File: src/rtl/fx68k_bus_pkg.sv
// rtl/fx68k_bus_pkg.sv - state encoding, region decode and constants for fx68k_bus_ctrl
package fx68k_bus_pkg;

  localparam logic [2:0] S_IDLE  = 3'd0;
  localparam logic [2:0] S_RAM   = 3'd1;
  localparam logic [2:0] S_IO    = 3'd2;
  localparam logic [2:0] S_UNMAP = 3'd3;
  localparam logic [2:0] S_ACK   = 3'd4;
  localparam logic [2:0] S_ERR   = 3'd5;

  typedef enum logic [1:0] {
    REG_RAM   = 2'd0,
    REG_IO    = 2'd1,
    REG_UNMAP = 2'd2
  } region_t;

  localparam logic [15:0] UNMAP_READ = 16'hFFFF;

endpackage

File: src/rtl/fx68k_bus_decode.sv
// rtl/fx68k_bus_decode.sv - combinational CPU address to region / RAM / IO address decode
module fx68k_bus_decode
  import fx68k_bus_pkg::*;
#(
  parameter int          RAM_AW  = 12,
  parameter logic [7:0]  IO_PAGE = 8'hFF
) (
  input  logic [23:1]       i_a,
  output region_t           o_region,
  output logic [RAM_AW-1:0] o_ram_addr,
  output logic [7:0]        o_io_addr
);

  // The IO page wins over RAM so a small IO_PAGE can never alias RAM.
  always_comb begin
    o_region = REG_UNMAP;
    if (i_a[23:16] == IO_PAGE) begin
      o_region = REG_IO;
    end else if (i_a[23:RAM_AW+1] == '0) begin
      o_region = REG_RAM;
    end
  end

  assign o_ram_addr = i_a[RAM_AW:1];
  assign o_io_addr  = i_a[8:1];

endmodule

File: src/rtl/fx68k_bus_ctrl.sv
// rtl/fx68k_bus_ctrl.sv - fx68k bus sequencer: RAM/IO/unmapped decode with DTACK/BERR handshake
// Optional watchdog and bus-error path enabled by defining BUS_WATCHDOG_EN.
module fx68k_bus_ctrl
  import fx68k_bus_pkg::*;
#(
  parameter int          RAM_AW   = 12,
  parameter int          RAM_WAIT = 1,
  parameter logic [7:0]  IO_PAGE  = 8'hFF,
  parameter int          TIMEOUT  = 64
) (
  input  logic              clk25_mhz,
  input  logic              pwr_up_reset_n,
  input  logic              cpu_as_n,
  input  logic              cpu_rw,
  input  logic              cpu_uds_n,
  input  logic              cpu_lds_n,
  input  logic [23:1]       cpu_a,
  input  logic [15:0]       cpu_dout,
  output logic [15:0]       cpu_din,
  output logic              cpu_dtack_n,
  output logic              cpu_berr_n,
  output logic              ram_cs,
  output logic [1:0]        ram_we,
  output logic [RAM_AW-1:0] ram_addr,
  output logic [15:0]       ram_wdata,
  input  logic [15:0]       ram_rdata,
  output logic              io_req,
  output logic              io_we,
  output logic [1:0]        io_be,
  output logic [7:0]        io_addr,
  output logic [15:0]       io_wdata,
  input  logic [15:0]       io_rdata,
  input  logic              io_ack
);

  localparam int CNT_MAX = (RAM_WAIT > TIMEOUT) ? RAM_WAIT : TIMEOUT;
  localparam int CNT_W   = $clog2(CNT_MAX + 1);

  logic [2:0]        r_state;
  logic [CNT_W-1:0]  r_cnt;
  logic              r_rw;
  logic [15:0]       r_din;
  logic              r_dtack_n;
  logic              r_ram_cs;
  logic [1:0]        r_ram_we;
  logic [RAM_AW-1:0] r_ram_addr;
  logic [15:0]       r_wdata;
  logic              r_io_req;
  logic              r_io_we;
  logic [1:0]        r_io_be;
  logic [7:0]        r_io_addr;

  region_t           w_region;
  logic [RAM_AW-1:0] w_ram_addr;
  logic [7:0]        w_io_addr;
  logic [1:0]        w_lanes;
  logic              w_start;

  fx68k_bus_decode #(
    .RAM_AW  (RAM_AW),
    .IO_PAGE (IO_PAGE)
  ) u_decode (
    .i_a        (cpu_a),
    .o_region   (w_region),
    .o_ram_addr (w_ram_addr),
    .o_io_addr  (w_io_addr)
  );

  assign w_lanes = {~cpu_uds_n, ~cpu_lds_n};
  // Writes raise UDS/LDS after AS, so a cycle only starts once a data strobe is seen.
  assign w_start = ~cpu_as_n & (w_lanes != 2'b00);

`ifdef BUS_WATCHDOG_EN
  logic r_berr_n;
  assign cpu_berr_n = r_berr_n;
`else
  assign cpu_berr_n = 1'b1;
`endif

  always_ff @(posedge clk25_mhz or negedge pwr_up_reset_n) begin
    if (!pwr_up_reset_n) begin
      r_state    <= S_IDLE;
      r_cnt      <= '0;
      r_rw       <= 1'b1;
      r_din      <= 16'h0000;
      r_dtack_n  <= 1'b1;
      r_ram_cs   <= 1'b0;
      r_ram_we   <= 2'b00;
      r_ram_addr <= '0;
      r_wdata    <= 16'h0000;
      r_io_req   <= 1'b0;
      r_io_we    <= 1'b0;
      r_io_be    <= 2'b00;
      r_io_addr  <= 8'h00;
`ifdef BUS_WATCHDOG_EN
      r_berr_n   <= 1'b1;
`endif
    end else begin
      case (r_state)
        S_IDLE: begin
          if (w_start) begin
            r_rw       <= cpu_rw;
            r_wdata    <= cpu_dout;
            r_ram_addr <= w_ram_addr;
            r_io_addr  <= w_io_addr;
            r_cnt      <= '0;
            case (w_region)
              REG_RAM: begin
                r_ram_cs <= 1'b1;
                r_ram_we <= cpu_rw ? 2'b00 : w_lanes;
                r_state  <= S_RAM;
              end
              REG_IO: begin
                r_io_req <= 1'b1;
                r_io_we  <= ~cpu_rw;
                r_io_be  <= w_lanes;
                r_state  <= S_IO;
              end
              default: r_state <= S_UNMAP;
            endcase
          end
        end

        S_RAM: begin
          r_ram_cs <= 1'b0;
          r_ram_we <= 2'b00;
          if (cpu_as_n) begin
            r_state <= S_IDLE;
          end else if (r_cnt == CNT_W'(RAM_WAIT)) begin
            if (r_rw) r_din <= ram_rdata;
            r_dtack_n <= 1'b0;
            r_state   <= S_ACK;
          end else begin
            r_cnt <= r_cnt + CNT_W'(1);
          end
        end

        S_IO: begin
          // An abort takes priority over an ack arriving in the same cycle.
          if (cpu_as_n) begin
            r_io_req <= 1'b0;
            r_io_we  <= 1'b0;
            r_io_be  <= 2'b00;
            r_state  <= S_IDLE;
          end else if (io_ack) begin
            r_io_req <= 1'b0;
            r_io_we  <= 1'b0;
            r_io_be  <= 2'b00;
            if (r_rw) r_din <= io_rdata;
            r_dtack_n <= 1'b0;
            r_state   <= S_ACK;
          end
`ifdef BUS_WATCHDOG_EN
          else if (r_cnt == CNT_W'(TIMEOUT - 1)) begin
            r_io_req <= 1'b0;
            r_io_we  <= 1'b0;
            r_io_be  <= 2'b00;
            r_berr_n <= 1'b0;
            r_state  <= S_ERR;
          end else begin
            r_cnt <= r_cnt + CNT_W'(1);
          end
`endif
        end

        S_UNMAP: begin
`ifdef BUS_WATCHDOG_EN
          r_berr_n <= 1'b0;
          r_state  <= S_ERR;
`else
          if (r_rw) r_din <= UNMAP_READ;
          r_dtack_n <= 1'b0;
          r_state   <= S_ACK;
`endif
        end

        S_ACK: begin
          if (cpu_as_n) begin
            r_dtack_n <= 1'b1;
            r_state   <= S_IDLE;
          end
        end

`ifdef BUS_WATCHDOG_EN
        S_ERR: begin
          if (cpu_as_n) begin
            r_berr_n <= 1'b1;
            r_state  <= S_IDLE;
          end
        end
`endif

        default: r_state <= S_IDLE;
      endcase
    end
  end

  assign cpu_din     = r_din;
  assign cpu_dtack_n = r_dtack_n;
  assign ram_cs      = r_ram_cs;
  assign ram_we      = r_ram_we;
  assign ram_addr    = r_ram_addr;
  assign ram_wdata   = r_wdata;
  assign io_req      = r_io_req;
  assign io_we       = r_io_we;
  assign io_be       = r_io_be;
  assign io_addr     = r_io_addr;
  assign io_wdata    = r_wdata;

endmodule

File: config.mk
export PLATFORM = sky130hd
export DESIGN_NAME = fx68k_bus_ctrl
export DESIGN_NICKNAME = d
export VERILOG_FILES = /design/src/rtl/fx68k_bus_pkg.sv /design/src/rtl/fx68k_bus_decode.sv /design/src/rtl/fx68k_bus_ctrl.sv
export SDC_FILE = /design/constraint.sdc
export NUM_CORES = 1
export LEC_CHECK = 0
export ABC_AREA = 1
export CORE_AREA = 2 2 86 121
export DETAILED_ROUTE_END_ITERATION = 8
export DIE_AREA = 0 0 88 123
export PLACE_DENSITY = 0.85
export SYNTH_ARGS = -nofsm -noshare
export SYNTH_HDL_FRONTEND = slang
export SYNTH_HIERARCHICAL = 1
export SYNTH_SLANG_ARGS = --single-unit
File: constraint.sdc
create_clock -name clk25_mhz -period 1.2 [get_ports clk25_mhz]
set_input_delay 0.12 -clock clk25_mhz [delete_from_list [all_inputs] [get_ports clk25_mhz]]
set_output_delay 0.12 -clock clk25_mhz [all_outputs]
set_load 0.02 [all_outputs]
; After elaboration in Yosys (flattened, before gate mapping)
; Cells that the tools add are included.
[classes]
mul = 0
mux = 47
bitwise = 5
n_reduce_logical = 15
div = 0
n_shift = 0
n_lt_le_gt_ge = 0
n_eq_ne = 21
add_sub_neg = 1
[ops]
columns = cell, count
row1 = 16-bit two-way mux, 7
row2 = 16-bit case mux with 3 select lines, 1
row3 = 7-bit two-way mux, 3
row4 = 2-bit != test (second input constant), 10
row5 = 2-bit two-way mux, 9
row6 = 3-bit two-way mux, 6
row7 = 3-bit case mux with 5 select lines, 1
row8 = 7-bit case mux with 2 select lines, 1
row9 = 1-bit two-way mux, 12
row10 = 2-bit case mux with 2 select lines, 3
row11 = 4-bit AND reduction, 3
row12 = 11-bit zero test, 1
row13 = 8-bit == test (second input constant), 1
row14 = 8-bit AND reduction, 1
row15 = 7-bit by 1-bit adder with 7-bit output (second input constant), 1
row16 = 7-bit by 1-bit == test with 1-bit output (second input constant), 1
row17 = 3-bit by 2-bit == test with 1-bit output (second input constant), 2
row18 = 3-bit != test (second input constant), 2
row19 = 1-bit case mux with 2 select lines, 3
row20 = 6-bit AND reduction, 1
row21 = 2-bit nonzero test, 3
row22 = 2-bit by 1-bit != test with 1-bit output (second input constant), 2
row23 = 1-bit inverter, 4
row24 = 1-bit case mux with 4 select lines, 1
row25 = 10 further kinds, 10
[word_totals]
romBits = 0
output_inout_bits = 77
n_memories = 0
regBits = 71
in_bits = 78
latch_bits = 0
wordCells = 102
mem_bits_rw = 0

; Depth between registers and ports, before layout
[depth]
ltp_word = 7
depth_mapped = 11
mapped_depth_nobuf = 11

; Cells and area by module
; The synthesis kept the hierarchy.
[modules_own_cells]
columns = mod, cells_each, instances, seq_area_each_um2, area_per_inst_um2
row1 = fx68k_bus_ctrl, 452, 1, 1779.2, 3557.2
row2 = fx68k_bus_decode, 42, 1, 0.0, 242.7

; Least setup slack after synthesis
; OpenSTA, ideal clock, no wires.
[synth_timing]
kind = flip-flop to flip-flop
start = register r_cnt[0]
end = register r_din[0] (netlist: cpu_din[0])
path_slack_ns = -0.143
setup_ns = 0.117
stages_incl_launch_ff = 11
period_less_slack_ns = 1.343
arrival_ns = 1.226
cell_sequence = dfrtp_1 ha_1 inv_1 nor2_1 nand3_1 nand2_2 nand2_2 inv_4 buf_6 nand3_1 nand2_1
[synth_between]
elab_chain_cells = 3
[synth_lines]
columns = item, line
row1 = from (decl), fx68k_bus_ctrl.sv:40  ; logic [CNT_W-1:0] r_cnt;
row2 = from (signal assigned), fx68k_bus_ctrl.sv:134  ; r_cnt <= r_cnt + CNT_W'(1);
row3 = 7-bit by 1-bit == test with 1-bit output, fx68k_bus_ctrl.sv:129  ; end else if (r_cnt == CNT_W'(RAM_WAIT)) begin
row4 = 2-bit != test (no source line), -
row5 = 8-bit AND reduction (no source line), -
row6 = to (signal assigned), fx68k_bus_ctrl.sv:130  ; if (r_rw) r_din <= ram_rdata;
row7 = to (signal assigned), fx68k_bus_ctrl.sv:149  ; if (r_rw) r_din <= io_rdata;
row8 = to (decl), fx68k_bus_ctrl.sv:42  ; logic [15:0] r_din;
; Every way passes these cells.
; A chain may end at the register's enable or synchronous reset.

; Worst setup path in the final report
[layout_timing]
start = register r_cnt[1]
end = register r_din[11] (netlist: cpu_din[11])
; Same word-level chain as after synthesis.

==> results.cfg <==
[critical_path]
rr_startpoint = r_cnt[1]
cp_slowest_cell = dfrtp_1
crit_fanout = 8
path_common_cell = nand3_4
cpPeakStageDelay_ns = 0.39
cp.arrival_ns = 1.72
reg2reg_setup_slack_ns = -0.30
critPathRequiredTime_ns = 1.42
worstPathCellList = inv_2 > ha_4 > inv_4 > nor2_4 > nand3_4 > nand2_4 > buf_12 > nand3_4 > nand2_2 > nand2_1
critPathLaunchType = flop
cp-end-kind = flop
reg2reg_to = cpu_din[11]
path_class = reg -> reg
reg2reg_depth = 10

[floorplanning]
die-area_um2 = 10800
core_um2 = 9740
io_pins = 155
die_w_um = 88
rows = 43
die_y_um = 123
start_util_pct = 39.0

[grt]
grt_pass1_vias = 4123
grt_use_total_pct = 24.0
gr-total-overflow = 0
grt_max_degree = 72
grt_pass1_wl_mm = 19.9
grt_antenna_before_repair = 0

[layout]
final_util_pct = 68.8
finalNetCount = 737
diodes = 0
final_common_cell = nand2_1
syn_to_final_growth_pct = 76.2
final_layout_size_suffix_gt1_share_pct = 40.3
seq_area_um2 = 1780
multi_input_area_um2 = 2220
final_cell_mix = nand2_1 (73), dfrtp_1 (68), clkdlybuf4s50_1 (66), nor2_1 (64), nand2_2 (59)
nFillCells = 660

[synthesis]
yosys_most_used_dff = dfrtp_1
synthCells = 494
async_reset_ff_share_pct = 100
syn_avg_cell_area_um2 = 7.69
ys_seq_area_share_pct = 46.8
syn_area_um2 = 3800
yosys_warnings = 6
ys_ff_latch = 71
synth_edf_count = 0
syn_nets = 574
synth_cell_type_count = 28

[power_and_ir_drop]
pwr-share-seq_pct = 23.8
leakagePower_nw = 3.26
p_per_area_nw_per_um2 = 2790
p_comb_share_pct = 58.4
sw_frac_of_total_pct = 44.4
pwr-share-clk_pct = 17.8
ir_drop_uv = 1050
p_total_mw = 18.7
internal_power_mw = 10.4
p_sw_mw = 8.28

[placed_design]
numPortBuffers = 153
dp_hpwl_mm = 7.66
place_congestion = 0.823

[sta]
setup_viol = 71
setup_ws_ns = -0.296
fin_crit_sh_pct = 125
hold_viol_final = 0
drv_slew = 0
min_period_ns = 1.50
rsz0062_at_grt = true
max_freq_mhz = 669
finalClockSkew_ns = 0.00530

[outcome]
status = finished, violations left
violations = setup timing

[min_path]
hold_class = in -> async

[route]
drt_first_pass_iters = 7
wl_per_cell_um = 17.2
ant_nets = 0
drtIter0Drc = 294
routed_via_density = 5.14
routed-via-count = 4097
drc = 0
totalWireLength_mm = 13.7

[cts]
worstSkewPairLatency_ns = 0.34
cts_num_sinks = 71
root_buffer = clkbuf_16
h-tree-depth = 3
cts_max_path_buffers = 2
numCtsBuffers = 9
clk_pin_slew_ns = 0.06
cts_tree = built

[run]
drv_cap = 0
[cells in the mapped netlist, types with 2 or more instances]
cell type  instances  share of area (%)
buf_6              2               0.59
dfrtp_1           69                 45
nor2_1            68                6.7
nand4_1            5               0.82
inv_2              4               0.40
a21oi_1            3               0.40
buf_2             13                1.7
nand3_4            2               0.92
nand3_1           65                8.6
nand2_1          163                 16
nand2_2            6               0.99
or2_2              2               0.33
inv_1             20                2.0
buf_4             41                8.1
o21ai_0            6               0.79
inv_4              2               0.33
dfstp_2            2                1.4
o21ai_1            4               0.53
nand3_2            2               0.53
ha_1               2               0.66
nor2_2             6               0.99
[kinds of logic after synthesis]
family                     synth area share, %
other                                   0.0987
DFF                                       46.8
and+or+nand+nor                           36.9
AOI/OAI and AO/OA                         2.14
adders and majority gates                0.658
buffers and inverters                     13.1
xor gates and xnor gates                 0.231
[critical path: cells and delay by family (launching register included)]
family / cells / cell delay, ns
DFF: 1 / 0.39
and+or+nand+nor: 6 / 0.61
buffers and inverters: 3 / 0.24
adders and majority gates: 1 / 0.15
[per-layer routing]
metal  vias up  share of wire [%]  GRT usage [%]
met4         0                3.8           11.1
met2       198                 57           44.6
met5         -                  0              0
li1       1854                  -              -
met1      2003                 34           25.1
met3        42                5.7           5.14
[registers in the layout, summed over array words and instances (netlist names)]
signal / flops
io_wdata: 16
ram_addr: 12
io_be: 2
io_we: 1
io_addr: 8
r_state: 3
io_req: 1
ram_cs: 1
r_rw: 1
cpu_dtack_n: 1
cpu_din: 16
ram_we: 2
r_cnt: 7
[stage by stage]
stage	cells	setup WS [ns]	hold slack, ns	area (µm²)	TNS [ns]
final	797	-0.296	0.333	6700	-13.32
after global routing	797	-0.363	0.364	6700	-17.33
after CTS	797	-0.260	0.337	6490	-13.10
after floorplan	494	-0.141	-0.176	3880	-5.42
after global placement	759	-0.452	0.167	5500	-15.88
after detailed placement	759	-0.513	0.172	5500	-18.05
[power groups by stage]
| stage | sequential, mW | combinational [mW] | clock [mW] |
|---|---|---|---|
| floorplan | 5.16 | 3.97 | 0 |
| global placement | 4.04 | 8.20 | 0 |
| detailed placement | 4.11 | 8.44 | 0 |
| CTS | 4.19 | 10.2 | 3.33 |
| global route | 4.53 | 11.6 | 3.46 |
| finish | 4.44 | 10.9 | 3.32 |
[repair_timing]
action,CTS,global route
setup endpoints to repair,147,115
hold buffers,1,0
resized for setup,196,188
gates cloned,12,0
pin swaps,24,44
endpoints found under the hold margin,69,0
buffers inserted,9,4
[how the worst max path moves through the flow]
stage | start | slack, ns | to
6_report | r_cnt[1] | -0.30 | cpu_din[11]
3_5_place_dp | cpu_a[18] | -0.51 | io_be[1]
4_1_cts | r_cnt[1] | -0.26 | cpu_din[11]
2_1_floorplan | r_cnt[1] | -0.14 | cpu_din[0]
5_1_grt | r_cnt[1] | -0.36 | cpu_din[1]
3_3_place_gp | cpu_a[23] | -0.45 | io_we
[area by class of cell]
class	count	area share (%)
multi-input cells	342	33.1
repair buffers	206	30.4
flip-flops and latches	71	26.6
clock buffers	11	3.63
well taps	135	2.52
clock inverters	5	1.92
inverters	26	1.76
repair inverters	1	0.0934
Note: power is estimated with default switching activity, not from simulation.
